--- src/rtl/seg_scan_decoder.sv ---
// Monitor for a multiplexed 7-segment scan: samples {en,cx}, captures each digit once it has settled,
// and publishes all eight decoded characters together with a one-cycle frame_valid strobe.
module seg_scan_decoder #(
  parameter int SETTLE_CYCLES  = 4,
  parameter int TIMEOUT_CYCLES = 200000
) (
  input  logic        clk,
  input  logic        rst,
  input  logic [7:0]  en,
  input  logic [7:0]  cx,
  output logic [31:0] digits,
  output logic [7:0]  dp,
  output logic [7:0]  blank,
  output logic [7:0]  bad,
  output logic        frame_valid,
  output logic        stalled,
  output logic        conflict
);
  localparam int TW = $clog2(TIMEOUT_CYCLES + 1);
  localparam logic [7:0]    SETTLE_MAX  = 8'(SETTLE_CYCLES);
  localparam logic [TW-1:0] TIMEOUT_MAX = TW'(TIMEOUT_CYCLES);

  logic [15:0]   samp_q;
  logic [7:0]    stab_q, stab_d;
  logic          captured_q, captured_d;
  logic [7:0]    seen_q, seen_d;
  logic [31:0]   sh_nib_q, sh_nib_d;
  logic [7:0]    sh_dp_q, sh_dp_d, sh_blank_q, sh_blank_d, sh_bad_q, sh_bad_d;
  logic [TW-1:0] tmo_q, tmo_d;
  logic [31:0]   digits_q;
  logic [7:0]    dp_q, blank_q, bad_q;
  logic          fv_q, conflict_q;

  logic       changed, settle, one_low, multi_low, capture, frame_done, conflict_d;
  logic [7:0] en_low, seen_next;
  logic [6:0] seg;
  logic [3:0] nib;
  logic       hit, is_blank;

  always_comb begin
    changed    = ({en, cx} != samp_q);
    settle     = (stab_q == SETTLE_MAX) && !captured_q;
    en_low     = ~samp_q[15:8];
    one_low    = (en_low != 8'h00) && ((en_low & (en_low - 8'h01)) == 8'h00);
    multi_low  = (en_low != 8'h00) && !one_low;
    capture    = settle && one_low;
    conflict_d = settle && multi_low;
    stab_d     = changed ? 8'd1 : ((stab_q == SETTLE_MAX) ? stab_q : stab_q + 8'd1);
    // The flag remembers that this hold already produced its event; any new sample rearms it.
    captured_d = changed ? 1'b0 : (captured_q | settle);
    tmo_d      = capture ? '0 : ((tmo_q >= TIMEOUT_MAX) ? tmo_q : tmo_q + 1'b1);
  end

  // Segments arrive active-low; decode on the active-high {a,b,c,d,e,f,g} view.
  always_comb begin
    seg      = ~samp_q[7:1];
    is_blank = (seg == 7'h00);
    hit      = 1'b1;
    nib      = 4'h0;
    case (seg)
      7'h7E: nib = 4'h0;
      7'h30: nib = 4'h1;
      7'h6D: nib = 4'h2;
      7'h79: nib = 4'h3;
      7'h33: nib = 4'h4;
      7'h5B: nib = 4'h5;
      7'h5F: nib = 4'h6;
      7'h70: nib = 4'h7;
      7'h7F: nib = 4'h8;
      7'h7B: nib = 4'h9;
      7'h77: nib = 4'hA;
      7'h1F: nib = 4'hB;
      7'h4E: nib = 4'hC;
      7'h3D: nib = 4'hD;
      7'h4F: nib = 4'hE;
      7'h47: nib = 4'hF;
      default: hit = 1'b0;
    endcase
  end

  always_comb begin
    sh_nib_d   = sh_nib_q;
    sh_dp_d    = sh_dp_q;
    sh_blank_d = sh_blank_q;
    sh_bad_d   = sh_bad_q;
    for (int i = 0; i < 8; i++) begin
      if (capture && en_low[i]) begin
        sh_nib_d[4*i +: 4] = nib;
        sh_dp_d[i]         = ~samp_q[0];
        sh_blank_d[i]      = is_blank;
        sh_bad_d[i]        = !hit && !is_blank;
      end
    end
    seen_next  = seen_q | en_low;
    frame_done = capture && (seen_next == 8'hFF);
    seen_d     = seen_q;
    if (capture) seen_d = frame_done ? 8'h00 : seen_next;
  end

  always_ff @(posedge clk) begin
    if (rst) begin
      samp_q     <= '0;
      stab_q     <= '0;
      captured_q <= 1'b0;
      seen_q     <= '0;
      sh_nib_q   <= '0;
      sh_dp_q    <= '0;
      sh_blank_q <= '0;
      sh_bad_q   <= '0;
      tmo_q      <= '0;
      digits_q   <= '0;
      dp_q       <= '0;
      blank_q    <= 8'hFF;
      bad_q      <= '0;
      fv_q       <= 1'b0;
      conflict_q <= 1'b0;
    end else begin
      samp_q     <= {en, cx};
      stab_q     <= stab_d;
      captured_q <= captured_d;
      seen_q     <= seen_d;
      sh_nib_q   <= sh_nib_d;
      sh_dp_q    <= sh_dp_d;
      sh_blank_q <= sh_blank_d;
      sh_bad_q   <= sh_bad_d;
      tmo_q      <= tmo_d;
      fv_q       <= frame_done;
      conflict_q <= conflict_d;
      if (frame_done) begin
        digits_q <= sh_nib_d;
        dp_q     <= sh_dp_d;
        blank_q  <= sh_blank_d;
        bad_q    <= sh_bad_d;
      end
    end
  end

  assign digits      = digits_q;
  assign dp          = dp_q;
  assign blank       = blank_q;
  assign bad         = bad_q;
  assign frame_valid = fv_q;
  assign conflict    = conflict_q;
  assign stalled     = (tmo_q >= TIMEOUT_MAX);
endmodule

--- config.mk ---
export PLATFORM = sky130hd
export DESIGN_NAME = seg_scan_decoder
export DESIGN_NICKNAME = d
export VERILOG_FILES = /design/src/rtl/seg_scan_decoder.sv
export SDC_FILE = /design/constraint.sdc
export NUM_CORES = 1
export LEC_CHECK = 0
export ABC_CLOCK_PERIOD_IN_PS = 2410
export BUFFER_PORTS_ARGS = -buffer_cell sky130_fd_sc_hd__buf_4
export CAP_MARGIN = 40
export CELL_PAD_IN_SITES_DETAIL_PLACEMENT = 0
export CELL_PAD_IN_SITES_GLOBAL_PLACEMENT = 1
export CORE_UTILIZATION = 30
export DETAILED_ROUTE_END_ITERATION = 16
export MAX_ROUTING_LAYER = met4
export PLACE_DENSITY = 0.7
export SLEW_MARGIN = 20
export SYNTH_ARGS = -nofsm -noshare
export SYNTH_HDL_FRONTEND = slang
export SYNTH_SLANG_ARGS = --single-unit
--- constraint.sdc ---
create_clock -name clk -period 2.41 [get_ports clk]
set_input_delay 0.723 -clock clk [delete_from_list [all_inputs] [get_ports clk]]
set_output_delay 0.723 -clock clk [all_outputs]
set_load 0.01 [all_outputs]
==> results.cfg, run 1 <==
[outcome]
status = finished, violations left
violations = negative setup slack

[placement]
dp_cells = 1042
place_ws_ns = 0.136
place_congestion = 0.760
place.detailed.hpwl_um = 10300
numPortBuffers = 76
placedInstanceArea_mm2 = 0.00751

[finish]
drive_above_1_share_pct = 20.4
multi_input_area_mm2 = 0.00291
fin_nets = 813
register_area_mm2 = 0.00331
antennaDiodeCount = 0
design_area_mm2 = 0.00813
area_growth_pct = 26.1
finalNonFillerCells = 1079
n_fill_cell = 2106
final_core_util_pct = 38.7

[detailed_routing]
vias = 5012
drtAntennaViolNets = 0
wl_um = 15100
drc = 0
viasPerCell = 4.65
drt_iter0_drc = 234
post_drt_wl_per_cell_um = 14.0
first_pass_iters = 4

[critical_path]
required_ns = 1.69
critPathCaptureType = output port
start_kind = flip-flop
crit_fanout = 2
crit_type = flip-flop to output port
arrival_ns = 1.72

[timing]
setup_viol_count_final = 1
hold_violations = 0
fin_crit_ns = 2.44
final.period_utilization_pct = 101
tightest_slew_ns = 0.502
rsz0062_at_grt = true
clock_skew_ns = 0.0101
max_slew_margin_pct = 66.2
finalMaxSlewViolations = 0
fin_ws_ns = -0.0335
fin_tns_setup_ns = -0.0335
timing.fmax_mhz = 409

[floorplan]
initial_core_util_pct = 30.7
die_area_mm2 = 0.0221
core-area_mm2 = 0.0210
num_io_pins = 77
fp.dieH_um = 149
fp.dieW_um = 149
rows = 53

[flow_run]
maxCapViolCount = 0

[yosys]
yosysUniqueCellTypes = 58
synthTopCellsByCount = dfxtp_1, nor2_1, nand2_1
synthArstFlopShare_pct = 0
ys_seq_area_share_pct = 51.2
netlist.top_cell.by_area = dfxtp_1
synthTopCellsByArea = dfxtp_1, mux2i_1, nor2_1
synth_fp_nets = 716
synth-seq-cells = 165
dominantRegCellSynth = dfxtp_1
synth_edf_count = 0
netlist_area_mm2 = 0.00645
synth-warning-count = 0
netlist_instances = 694
synth_most_common_cell = dfxtp_1
avgSynthCellArea_um2 = 9.29
yosys.area.top_type_share_pct = 51.2

[clocking]
cts_inserted_buffers = 17
htree_levels = 4
path_clk_slew_ns = 0.07
ctsRootBufferMaster = clkbuf_16
insertion_delay_ns = 0.42
cts_tree = yes
clock_path_buffers = 2
cts.sinks = 165

[power]
power.leakage_nw = 3.42
vdd_drop_max_uv = 515
power_density_mw_per_mm2 = 685

[global_route]
grt_pass1_wl_um = 25000
antenna_found_initial = 0
grt_max_degree = 49
overflow = 0
grt.total_usage_pct = 14.9
grt_pass1_vias = 4830

[worst_hold_path]
hp-class = flip-flop to flip-flop
[per-layer routing]
metal	track usage, %	up-vias	part of all wire [%]
met4	5.10	0	1.3
met5	-	-	0
met1	19.1	2357	48
met3	3.01	13	4.0
met2	23.3	91	47
li1	-	2551	-
[state kept, by name, indices dropped and copies added, names as in the netlist]
name,cells
sh_blank_q,8
seen_q,8
captured_q,1
dp,8
blank,8
sh_bad_q,8
samp_q,16
bad,8
tmo_q,18
stab_q,8
conflict,1
frame_valid,1
sh_nib_q,32
sh_dp_q,8
digits,32
[cells by family (layout without fill, tap and decap cells)]
family                   count (synthesis)  in the layout  share of synthesized area (%)
AO/OA/AOI/OAI                          113            113                           10.6
XOR/XNOR                                31             31                           4.21
adder cells (fa/ha/maj)                  5              5                          0.932
buffers and inverters                   62            172                           3.98
flip-flops                             165            165                           51.2
multiplexers                            56             56                           8.70
AND/OR/NAND/NOR                        262            262                           20.3
[through the flow]
step / power (W) / hold slack [ns]
4_1_cts: 0.00564 / 0.457
6_report: 0.00557 / 0.454
2_1_floorplan: 0.00298 / 0.430
3_5_place_dp: 0.00309 / 0.444
5_1_grt: 0.00579 / 0.473
3_3_place_gp: 0.00309 / 0.440
[worst max-delay path: stages (launching register included)]
cell,delay [ns]
dfxtp_2,0.32
or4_1,0.50
o211ai_1,0.25
inv_1,0.09
buf_6,0.13
[cell usage in the layout, fill, tap and decap left out, types with 17 or more instances in the layout]
master,instances
nor2b_1,27
a21oi_1,24
dfxtp_1,163
clkbuf_16,17
mux2i_1,55
nand2_1,64
inv_1,23
o21ai_1,24
o21ai_0,35
xor2_1,27
buf_4,112
nor2_1,83
[worst paths after layout]
| kind | startpoint | end | slack [ns] | cells after the start |
|---|---|---|---|---|
| worst min register to register | seen_q[0]$_SDFFE_PP0P_ | seen_q[0]$_SDFFE_PP0P_ | 0.45 | 1 |
| worst max register to register | tmo_q[12]$_SDFFE_PP0N_ | tmo_q[15]$_SDFFE_PP0N_ | 0.09 | 7 |
| worst min-delay path | seen_q[0]$_SDFFE_PP0P_ | seen_q[0]$_SDFFE_PP0P_ | 0.45 | 1 |
| worst max-delay path | tmo_q[12]$_SDFFE_PP0N_ | stalled | -0.03 | 4 |
[area by class of cell]
cell class | count | area share [%]
Timing Repair Buffer | 117 | 11.4
Clock inverter | 11 | 1.12
Tap cell | 275 | 4.23
Inverter | 23 | 1.06
Sequential cell | 165 | 40.7
Clock buffer | 21 | 5.79
Multi-Input combinational cell | 467 | 35.8
[repair_timing]
item                                    4_1_cts  5_1_grt
resized for setup                             3        7
endpoints found under the setup margin        1       41
buffers inserted                              3        2
pin swaps                                     2        4
hold buffers                                  0        0
[power by group]
part	leakage (nW)	internal (W)	switching (W)
combinational	1.82	0.000106	0.000141
sequential	1.34	0.00275	0.0000319
clock	0.269	0.00142	0.00112
No activity file was read; power rests on OpenSTA's default activity.
==> run 2: changes to the inputs <==
Settings changed: CORE_MARGIN from default to 2.
==> results.cfg, run 2 (synthesis gave the netlist of run 1 again) <==
[critical_path]
cp-endpoint = stalled
crit_type = flip-flop to output port
crit_fanout = 2
setup.worst_path.start = tmo_q[12]$_SDFFE_PP0N_
r2r_slack_ns = 0.12
r2r_start = stab_q[0]$_SDFFE_PP0P_
required_ns = 1.69
start_kind = flip-flop
rr_worst_depth = 9
critPathCaptureType = output port
reg2reg_to = digits[6]$_SDFFE_PP0P_
arrival_ns = 1.68

[flow_run]
maxCapViolCount = 0

[floorplan]
initial_core_util_pct = 30.6
fp.dieW_um = 151
die_area_mm2 = 0.0227
num_io_pins = 77
core-area_mm2 = 0.0211
rows = 53
fp.dieH_um = 151

[power]
total_power_w = 0.00579
power_density_mw_per_mm2 = 713
vdd_drop_max_uv = 618
power.leakage_nw = 3.43

[timing]
hold_ws_ns = 0.458
clock_skew_ns = 0.0115
final.period_utilization_pct = 99.9
hold_violations = 0
max_slew_margin_pct = 61.3
fin_crit_ns = 2.41
finalMaxSlewViolations = 0
rsz0062_at_grt = true
tightest_slew_ns = 0.575
setup_viol_count_final = 0
timing.fmax_mhz = 415

[detailed_routing]
drc = 0
drtAntennaViolNets = 0
vias = 4974
post_drt_wl_per_cell_um = 14.6
drt_iter0_drc = 270
wl_um = 15700
viasPerCell = 4.63
first_pass_iters = 4

[placement]
place.detailed.hpwl_um = 10500
place_congestion = 0.810
numPortBuffers = 76
placedInstanceArea_mm2 = 0.00748
dp_cells = 1040

[finish]
final_cell_mix = dfxtp_1, buf_4, nor2_1
layout.cells.most_common = dfxtp_1
fin_nets = 808
area_growth_pct = 26.0
design_area_mm2 = 0.00812
drive_above_1_share_pct = 19.8
antennaDiodeCount = 0
finalNonFillerCells = 1074

[clocking]
cts.sinks = 165
path_clk_slew_ns = 0.07
clock_path_buffers = 2
ctsHoldBuffers = 0
ctsRootBufferMaster = clkbuf_16
cts_tree = yes
cts_inserted_buffers = 17
insertion_delay_ns = 0.43
htree_levels = 4

[global_route]
grt_util_met2_pct = 22.7
overflow = 0
grt.total_usage_pct = 14.7
antenna_found_initial = 0
grt_pass1_wl_um = 25200
grt_pass1_vias = 4790
busiest_layer = met2
grtUsageMet1_pct = 19.2
met3_usage_pct = 3.42
grt_max_degree = 65

[outcome]
status = completed

[worst_hold_path]
hp-class = flip-flop to flip-flop
-- run 2: cell type report --
type	instances	area, um^2
clock inverters	15	189
well taps	275	344
flip-flops and latches	165	3310
fillers	2144	13000
repair buffers	112	873
inverters	23	86.3
multi-input cells	467	2900
clock buffers	17	425
-- run 2: routing by layer --
metal | vias to the layer above | wire [um]
met5 | - | 0
met4 | 0 | 173
met3 | 11 | 477
met2 | 74 | 7220
met1 | 2341 | 7790
li1 | 2548 | -
-- run 2: what timing repair did --
action / in CTS / in global routing
pin swaps: 1 / 2
endpoints found under the setup margin: 1 / 28
resized for setup: 2 / 3
setup buffers: 2 / 0
-- run 2: how the worst min path moves through the flow --
| stage | depth (start not counted) | slack, ns | endpoint | start |
|---|---|---|---|---|
| after global placement | 2 | 0.44 | seen_q[5]$_SDFFE_PP0P_ | seen_q[5]$_SDFFE_PP0P_ |
| after detailed placement | 2 | 0.45 | digits[24]$_SDFFE_PP0P_ | digits[24]$_SDFFE_PP0P_ |
| final | 2 | 0.46 | seen_q[7]$_SDFFE_PP0P_ | seen_q[7]$_SDFFE_PP0P_ |
| after floorplan | 2 | 0.43 | seen_q[4]$_SDFFE_PP0P_ | seen_q[4]$_SDFFE_PP0P_ |
| after CTS | 2 | 0.46 | digits[31]$_SDFFE_PP0P_ | digits[31]$_SDFFE_PP0P_ |
| after global routing | 2 | 0.48 | digits[31]$_SDFFE_PP0P_ | digits[31]$_SDFFE_PP0P_ |
-- run 2: worst max-delay path: stages (launching register included) --
cell	delay (ns)
dfxtp_2	0.32
or4_1	0.50
o211ai_1	0.21
inv_1	0.09
buf_6	0.13
-- run 2: metrics by stage --
stage	setup TNS (ns)	worst slack, ns	utilization (%)
final	0	0.00261	38.5
after global routing	-0.114	-0.114	38.5
after CTS	-0.0537	-0.0537	38.5
after detailed placement	-0.000501	-0.000263	35.5
after global placement	-0.0220	-0.00579	35.5
after floorplan	0	0.0481	-
-- run 2: report_power, final --
part           leakage, nW  switching [W]  internal (W)  total [W]
sequential            1.33      0.0000323       0.00274    0.00278
clock                0.303        0.00127       0.00150    0.00277
combinational         1.79       0.000144      0.000103   0.000247
total                 3.43        0.00145       0.00435    0.00579
